==> src/rtl/latch_write_arbiter.sv <==
`default_nettype none
// ============================================================================
//  Module   : latch_write_arbiter
//  Purpose  : Shares one WIDTH-bit gate-level D-latch register between four
//             clocked requesters. Arbitrates round-robin, then drives the
//             latch data and shared gate through a fixed setup / open / hold
//             sequence so the latch's gate-delay timing is met by construction,
//             and finally pulses a one-hot acknowledge to the winner.
//  Optional : LATCH_WR_VERIFY_EN adds a latch_q readback input, an err output
//             and a one-cycle VERIFY state between HOLD and ACK.
//  Ports    :
//    clk       in   1        clock, rising edge
//    rst       in   1        synchronous active-high reset
//    req       in   4        per-requester write request (level)
//    wdata     in   4*WIDTH  requester i data at [i*WIDTH +: WIDTH]
//    ack       out  4        one-hot one-cycle completion pulse
//    grant_id  out  2        index of current / last granted requester
//    busy      out  1        high in every state except IDLE
//    latch_d   out  WIDTH    data to latch bank d inputs
//    latch_c   out  1        shared gate to latch bank c input
//    latch_q   in   WIDTH    latch bank q outputs   (LATCH_WR_VERIFY_EN only)
//    err       out  1        readback mismatch flag (LATCH_WR_VERIFY_EN only)
//  Revision : 1.0  initial release
// ============================================================================
module latch_write_arbiter #(
   parameter int WIDTH        = 8,
   parameter int SETUP_CYCLES = 1,
   parameter int OPEN_CYCLES  = 2,
   parameter int HOLD_CYCLES  = 1
) (
   input  logic               clk,
   input  logic               rst,
   input  logic [3:0]         req,
   input  logic [4*WIDTH-1:0] wdata,
   output logic [3:0]         ack,
   output logic [1:0]         grant_id,
   output logic               busy,
   output logic [WIDTH-1:0]   latch_d,
   output logic               latch_c
`ifdef LATCH_WR_VERIFY_EN
   ,
   input  logic [WIDTH-1:0]   latch_q,
   output logic               err
`endif
);

   // Counters hold (cycles - 1) of the longest phase.
   localparam int MAX_CYC = (SETUP_CYCLES > OPEN_CYCLES)
                            ? ((SETUP_CYCLES > HOLD_CYCLES) ? SETUP_CYCLES : HOLD_CYCLES)
                            : ((OPEN_CYCLES  > HOLD_CYCLES) ? OPEN_CYCLES  : HOLD_CYCLES);
   localparam int CNT_W   = (MAX_CYC > 1) ? $clog2(MAX_CYC) : 1;

   localparam logic [CNT_W-1:0] SETUP_LOAD = CNT_W'(SETUP_CYCLES - 1);
   localparam logic [CNT_W-1:0] OPEN_LOAD  = CNT_W'(OPEN_CYCLES  - 1);
   localparam logic [CNT_W-1:0] HOLD_LOAD  = CNT_W'(HOLD_CYCLES  - 1);

   typedef enum logic [2:0] {
      S_IDLE   = 3'd0,
      S_SETUP  = 3'd1,
      S_OPEN   = 3'd2,
      S_HOLD   = 3'd3,
      S_VERIFY = 3'd4,
      S_ACK    = 3'd5
   } state_t;

   state_t           state;
   logic [CNT_W-1:0] cnt;
   logic [1:0]       rr_ptr;

   logic             pick_valid;
   logic [1:0]       pick_id;
   logic [1:0]       cand;
   logic [WIDTH-1:0] pick_data;

   // Round-robin pick: scan from rr_ptr upwards (wrapping). Iterating from
   // the farthest candidate down lets the nearest requester overwrite last.
   always_comb begin
      pick_valid = 1'b0;
      pick_id    = rr_ptr;
      cand       = rr_ptr;
      for (int k = 3; k >= 0; k--) begin
         cand = rr_ptr + 2'(k);
         if (req[cand]) begin
            pick_valid = 1'b1;
            pick_id    = cand;
         end
      end
   end

   assign pick_data = wdata[pick_id*WIDTH +: WIDTH];

   always_ff @(posedge clk) begin
      if (rst) begin
         // Gate and data drop together; an in-flight write is abandoned.
         state    <= S_IDLE;
         cnt      <= '0;
         rr_ptr   <= 2'd0;
         grant_id <= 2'd0;
         latch_d  <= '0;
         latch_c  <= 1'b0;
         ack      <= 4'b0000;
         busy     <= 1'b0;
`ifdef LATCH_WR_VERIFY_EN
         err      <= 1'b0;
`endif
      end else begin
         case (state)
            S_IDLE: begin
               if (pick_valid) begin
                  // latch_d is written only here, so it stays constant
                  // through the whole sequence and until the next grant.
                  latch_d  <= pick_data;
                  grant_id <= pick_id;
                  rr_ptr   <= pick_id + 2'd1;
                  busy     <= 1'b1;
                  cnt      <= SETUP_LOAD;
                  state    <= S_SETUP;
               end
            end

            S_SETUP: begin
               if (cnt == '0) begin
                  latch_c <= 1'b1;
                  cnt     <= OPEN_LOAD;
                  state   <= S_OPEN;
               end else begin
                  cnt <= cnt - 1'b1;
               end
            end

            S_OPEN: begin
               if (cnt == '0) begin
                  latch_c <= 1'b0;
                  cnt     <= HOLD_LOAD;
                  state   <= S_HOLD;
               end else begin
                  cnt <= cnt - 1'b1;
               end
            end

            S_HOLD: begin
               if (cnt == '0) begin
                  cnt   <= '0;
`ifdef LATCH_WR_VERIFY_EN
                  state <= S_VERIFY;
`else
                  ack   <= 4'b0001 << grant_id;
                  state <= S_ACK;
`endif
               end else begin
                  cnt <= cnt - 1'b1;
               end
            end

`ifdef LATCH_WR_VERIFY_EN
            S_VERIFY: begin
               // Readback result is registered so it lines up with ack.
               err   <= (latch_q != latch_d);
               ack   <= 4'b0001 << grant_id;
               state <= S_ACK;
            end
`endif

            S_ACK: begin
               ack   <= 4'b0000;
               busy  <= 1'b0;
`ifdef LATCH_WR_VERIFY_EN
               err   <= 1'b0;
`endif
               state <= S_IDLE;
            end

            default: begin
               latch_c <= 1'b0;
               ack     <= 4'b0000;
               busy    <= 1'b0;
               cnt     <= '0;
               state   <= S_IDLE;
            end
         endcase
      end
   end

endmodule
`default_nettype wire

==> config.mk <==
export PLATFORM = sky130hd
export DESIGN_NAME = latch_write_arbiter
export DESIGN_NICKNAME = d
export VERILOG_FILES = /design/src/rtl/latch_write_arbiter.sv
export SDC_FILE = /design/constraint.sdc
export NUM_CORES = 1
export LEC_CHECK = 0
export ABC_AREA = 1
export CAP_MARGIN = 20
export CORE_MARGIN = 4
export CORE_UTILIZATION = 40
export CTS_CLUSTER_DIAMETER = 50
export DETAILED_ROUTE_END_ITERATION = 12
export PLACE_DENSITY = 0.79
export SYNTH_ARGS = -nofsm -noshare
export SYNTH_HDL_FRONTEND = slang
export SYNTH_SLANG_ARGS = --single-unit
==> constraint.sdc <==
create_clock -name clk -period 1.57 [get_ports clk]
set_input_delay 0.471 -clock clk [delete_from_list [all_inputs] [get_ports clk]]
set_output_delay 0.471 -clock clk [all_outputs]
set_load 0.02 [all_outputs]
==> results.cfg, run 1 <==
[sta]
slew_violations = 0
grt_setup_unrepaired = true
slew_headroom_pct = 68.56
timing.final.ws_setup_ns = -0.2114
hold_viol = 0
tightest_slew_ns = 0.4667
fin_worst_skew_ns = 0.001746
layout_min_cycle_time_ns = 1.781
min_period_over_period_pct = 113.5
setup_viol = 17
clock.fmax_mhz = 561.3

[finish]
areaGrowthSynthToFinish_pct = 72.62
utilization_pct = 71.74
antenna_cells = 0
fillers = 273
final_cell_area_mm2 = 0.002626
final_nets = 341
layout_commonest_cell = clkdlybuf4s50_1
mostFrequentLayoutCells = 33 x clkdlybuf4s50_1, 31 x nand3_1, 30 x buf_4
drive_above_1_share_pct = 40.07

[power]
vdd_ir_drop_max_mv = 1.258
power_leakage_nw = 1.217
power.density_mw_per_mm2 = 2225

[worst_setup_path]
reg2regPathDepth = 13
worstPathRequired_ns = 1.78
critical_path.top_delay_family = simple AND/OR/NAND/NOR gates
cp_slowest_cell = dfxtp_4
r2r_start = rr_ptr[0]
endpoint_kind = register
crit_arrival_ns = 1.99
critical-path-max-stage-delay_ns = 0.41
r2r_end = latch_d[4]
path_cells = inv_8 -> nand2_2 -> nand2_4 -> nand2_4 -> buf_4 -> nand3_4 -> nand4_4 -> nand2_4 -> buf_12 -> nand2_2 -> nand3_1 -> nand2_1 -> a21oi_2
critPathMaxFanout = 8
worstSetupPathType = register to register
critPathBufInv = 3
crit_top_cell = nand2_4
start_kind = register
rrSetupSlack_ns = -0.21

[cts]
holdBufCountCts = 0
cts_tree = done
cts_sinks = 22
cts_root_buf = clkbuf_8
htreeDepth = 1
clock_latency_ns = 0.27
numCtsBuffers = 3
clk_pin_slew_ns = 0.08
clockBufferDepth = 2

[yosys]
syn_inst = 215
syn-num-nets = 253
ys_types = 24
ys_seq_elements = 22
yosysSeqAreaShare_pct = 28.95
syn_area_per_cell_um2 = 7.077
yosysWarnings = 0
synth_top_area_share_pct = 28.95
yosysTopAreaCell = dfxtp_1
syn_area_mm2 = 0.001521
synth.area.top_cells = dfxtp_1 29%, nand3_1 13%, nand2_1 10%, nand2_2 9.5%, o21ai_0 5.3%

[placed_design]
dpl-instance-area_mm2 = 0.002325
dp_slack_ns = -0.6280
numPortBuffers = 53
gp_congestion = 0.8883
place_hpwl_um = 3168

[route]
postRouteAntennaNets = 0
drt_iter0_drc = 156
vias_per_cell = 5.240
wl_per_cell_um = 13.79
dr.pass1.iters = 5
routed_wl_um = 4827
route.detailed.drc = 0
vias = 1834

[global_route]
grt_pass1_wl_um = 7500
met1_usage_pct = 21.59
grtUsageTotal_pct = 18.27
grt_use_met2_pct = 31.99
gr-total-overflow = 0
busiest_layer = met2
grt_max_degree = 17
grtUsageMet3_pct = 3.768
grt_pass1_vias = 1755
antenna_found_initial = 0

[floorplanning]
die_h_um = 69.68
pin_count = 54
die_width_um = 69.68
rows = 22
initial_core_util_pct = 41.56
die-area_mm2 = 0.004855
core_area_mm2 = 0.003661

[hold_path]
min_path_cells = 2
hp-class = register to register
hold_end = latch_c
hold_start = latch_c

[status]
violations = setup timing
status = finished with violations

[flow_run]
cap_violations = 0
## metal layers
metal	part of all wire, %	vias to the layer above
met5	0	-
met4	2.5	0
met3	6.5	14
met2	50	79
met1	41	847
li1	-	894
## stage by stage
step | power (mW) | hold slack [ns] | TNS [ns] | instances
2_1_floorplan | 3.322 | 0.4589 | -0.2790 | 215
3_3_place_gp | 4.538 | 0.4495 | -8.735 | 341
3_5_place_dp | 4.614 | 0.4568 | -9.600 | 341
4_1_cts | 5.315 | 0.4677 | -1.404 | 345
5_1_grt | 6.281 | 0.5055 | -3.999 | 350
6_report | 5.844 | 0.4641 | -2.341 | 350
## power by group
part           internal (mW)  leakage [nW]  total, mW  switching, mW
Combinational           1.91         0.999       4.37           2.45
Clock                  0.341        0.0357      0.536          0.195
Sequential             0.783         0.183      0.940          0.157
## final cells by class
type / instances / area, µm² / share of cell area (%)
tap: 48 / 60.06 / 2.287
timing repair buffer: 90 / 854.6 / 32.54
clock inverter: 1 / 30.03 / 1.143
multi-input combinational: 165 / 1099 / 41.83
sequential: 22 / 447.9 / 17.06
clock buffer: 3 / 41.29 / 1.572
inverter: 21 / 93.84 / 3.573
## registers in the layout, summed over array words and instances (netlist names)
name and cells:
grant_id 2, latch_d 8, rr_ptr 2, state 3
busy 1, latch_c 1, cnt 1, ack 4
## timing repair
action                                 4_1_cts  5_1_grt
gates resized for setup                     52       30
setup endpoints to repair                   33       18
cloned                                       0        1
pin swaps                                   16       18
buffers inserted                             1        4
endpoints found under the hold margin        0        0
## cell families after synthesis
family | synth area share (%)
simple gates | 43.42
compound gates | 16.37
flops | 28.95
buf+inv | 11.27
## worst reg2reg max path, cell delays in order (launching register included)
cell and delay [ns]:
dfxtp_4 0.41, inv_8 0.11, nand2_2 0.07, nand2_4 0.08, nand2_4 0.06, buf_4 0.15
nand3_4 0.10, nand4_4 0.14, nand2_4 0.14, buf_12 0.14, nand2_2 0.05, nand3_1 0.07
nand2_1 0.08, a21oi_2 0.13
## cell usage after synthesis
cell	n
nand4_1	1
inv_1	15
nand4_4	1
nand2_1	42
nor3_2	1
o31ai_1	1
nand2_2	23
inv_8	1
dfxtp_1	22
clkbuf_8	2
o21a_1	1
buf_12	1
buf_1	1
a21oi_1	15
o21ai_2	1
nand3_2	5
inv_2	5
nor3_1	2
o21ai_0	16
buf_6	3
a21oi_2	8
nand2_4	4
nor2_1	3
nand3_1	41
## worst max-delay path by stage
stage	slack [ns]	to	startpoint	cells past startpoint
3_5_place_dp	-0.63	latch_d[7]	req[1]	12
5_1_grt	-0.32	rr_ptr[1]	rr_ptr[0]	12
3_3_place_gp	-0.58	latch_d[1]	req[1]	14
2_1_floorplan	-0.04	latch_d[5]	rr_ptr[0]	16
4_1_cts	-0.14	latch_d[7]	rr_ptr[0]	15
6_report	-0.21	latch_d[4]	rr_ptr[0]	13
Note: power is estimated with default switching activity, not from simulation.
==> run 2, diff against run 1 <==
Settings changed: GPL_ROUTABILITY_DRIVEN from default to 0.
==> results.cfg, run 2 (synthesis gave the netlist of run 1 again) <==
[cts]
clk_pin_slew_ns = 0.08
clock_latency_ns = 0.27
numCtsBuffers = 3
cts_tree = done
cts_sinks = 22
htreeDepth = 1
cts_root_buf = clkbuf_8
clockBufferDepth = 2
holdBufCountCts = 0

[sta]
tightest_slew_ns = 0.4661
fin_worst_skew_ns = 0.001011
layout_min_cycle_time_ns = 1.764
clock.fmax_mhz = 566.9
slew_headroom_pct = 68.60
slew_violations = 0
min_period_over_period_pct = 112.4
setup_viol = 17
hold_viol = 0
timing.final.ws_setup_ns = -0.1941
grt_setup_unrepaired = true

[floorplanning]
rows = 22
die-area_mm2 = 0.004855
die_h_um = 69.68
initial_core_util_pct = 41.56
die_width_um = 69.68
pin_count = 54
core_area_mm2 = 0.003661

[finish]
multi_input_area_mm2 = 0.001049
areaGrowthSynthToFinish_pct = 67.68
largest_reg_flops = 8
drive_above_1_share_pct = 36.67
antenna_cells = 0
mostFrequentLayoutCells = 35 x nand3_1, 34 x nand2_1, 33 x clkdlybuf4s50_1
reg_top3 = latch_d x8, ack x4, state x3
largest_register = latch_d
layout_commonest_cell = nand3_1
final-seq-area_um2 = 447.9
final_nets = 339
fillers = 282
finalNonFillerCells = 348

[worst_setup_path]
r2r_end = latch_d[4]
start_kind = register
crit_end = latch_d[4]
rrSetupSlack_ns = -0.19
critPathMaxFanout = 9
r2r_start = rr_ptr[0]
worstSetupStartpoint = rr_ptr[0]
reg2regPathDepth = 12
endpoint_kind = register
cp_slowest_cell = dfxtp_4
critical-path-max-stage-delay_ns = 0.44
crit_top_cell = nand2_2
crit_arrival_ns = 1.93
path_cells = inv_8 -> nand2_2 -> nand2_2 -> nand2_2 -> nand2_2 -> inv_2 -> nand2_4 -> nor3_4 -> nor2_2 -> buf_4 -> o21ai_0 -> a21oi_2
worstPathRequired_ns = 1.73
worstSetupPathType = register to register

[route]
drt_iter0_drc = 117
routed_wl_um = 4711
route.detailed.drc = 0
postRouteAntennaNets = 0
vias_per_cell = 5.040
dr.pass1.iters = 4
vias = 1754
wl_per_cell_um = 13.54

[hold_path]
hp-class = register to register

[placed_design]
place_hpwl_um = 3157
numPortBuffers = 53
dp.cells = 340

[status]
violations = setup timing
status = finished with violations

[power]
vdd_ir_drop_max_mv = 1.201
power_leakage_nw = 1.168
finalPower_mw = 5.704
power.density_mw_per_mm2 = 2236

[global_route]
antenna_found_initial = 0
gr-total-overflow = 0
grt_pass1_wl_um = 7307
grtUsageTotal_pct = 18.05
grt_max_degree = 17
grt_pass1_vias = 1715

[flow_run]
cap_violations = 0
## run 2: power breakdown
part / switching [mW] / internal, mW / leakage, nW
Clock: 0.193 / 0.341 / 0.0357
Sequential: 0.165 / 0.784 / 0.183
Combinational: 2.38 / 1.84 / 0.950
## run 2: worst min path at each step
stage | startpoint | depth (start not counted) | to
floorplan | cnt | 2 | cnt
global placement | busy | 2 | busy
detailed placement | busy | 2 | busy
CTS | busy | 2 | busy
global route | latch_c | 2 | latch_c
finish | latch_c | 2 | latch_c
## run 2: worst max-delay path: cells and delay by family (launching register included)
kind / cells / cell delay [ns]
buffers and inverters: 3 / 0.32
flip-flops: 1 / 0.44
AND/OR/NAND/NOR: 7 / 0.68
AO/OA/AOI/OAI: 2 / 0.23
## run 2: layout make-up
class | instances | share of cell area (%)
multi-input combinational | 165 | 41.10
timing repair buffer | 88 | 32.61
sequential | 22 | 17.56
inverter | 21 | 3.580
tap | 48 | 2.354
clock buffer | 3 | 1.618
clock inverter | 1 | 1.177
## run 2: through the flow
step           cell area, µm²  setup slack (ns)  TNS, ns  hold slack, ns  utilization (%)
2_1_floorplan            1529          -0.03710  -0.2790          0.4589                -
4_1_cts                  2436           -0.1455   -1.691          0.4625            66.54
3_5_place_dp             2317           -0.6413   -9.845          0.4515            63.29
5_1_grt                  2551           -0.2960   -4.193          0.4856            69.69
6_report                 2551           -0.1941   -2.490          0.4703            69.69
3_3_place_gp             2317           -0.6273   -9.294          0.4472            63.29
## run 2: per-layer routing
metal | track usage, % | part of all wire, % | vias to the layer above
met4 | 9.787 | 3.0 | 0
li1 | - | - | 890
met3 | 3.913 | 5.9 | 12
met2 | 31.67 | 51 | 61
met5 | 0 | 0 | -
met1 | 20.16 | 40 | 791
## run 2: what timing repair did
action | CTS | global route
resized for setup | 45 | 25
setup buffers | 4 | 1
setup endpoints to repair | 33 | 17
pin swaps | 19 | 10
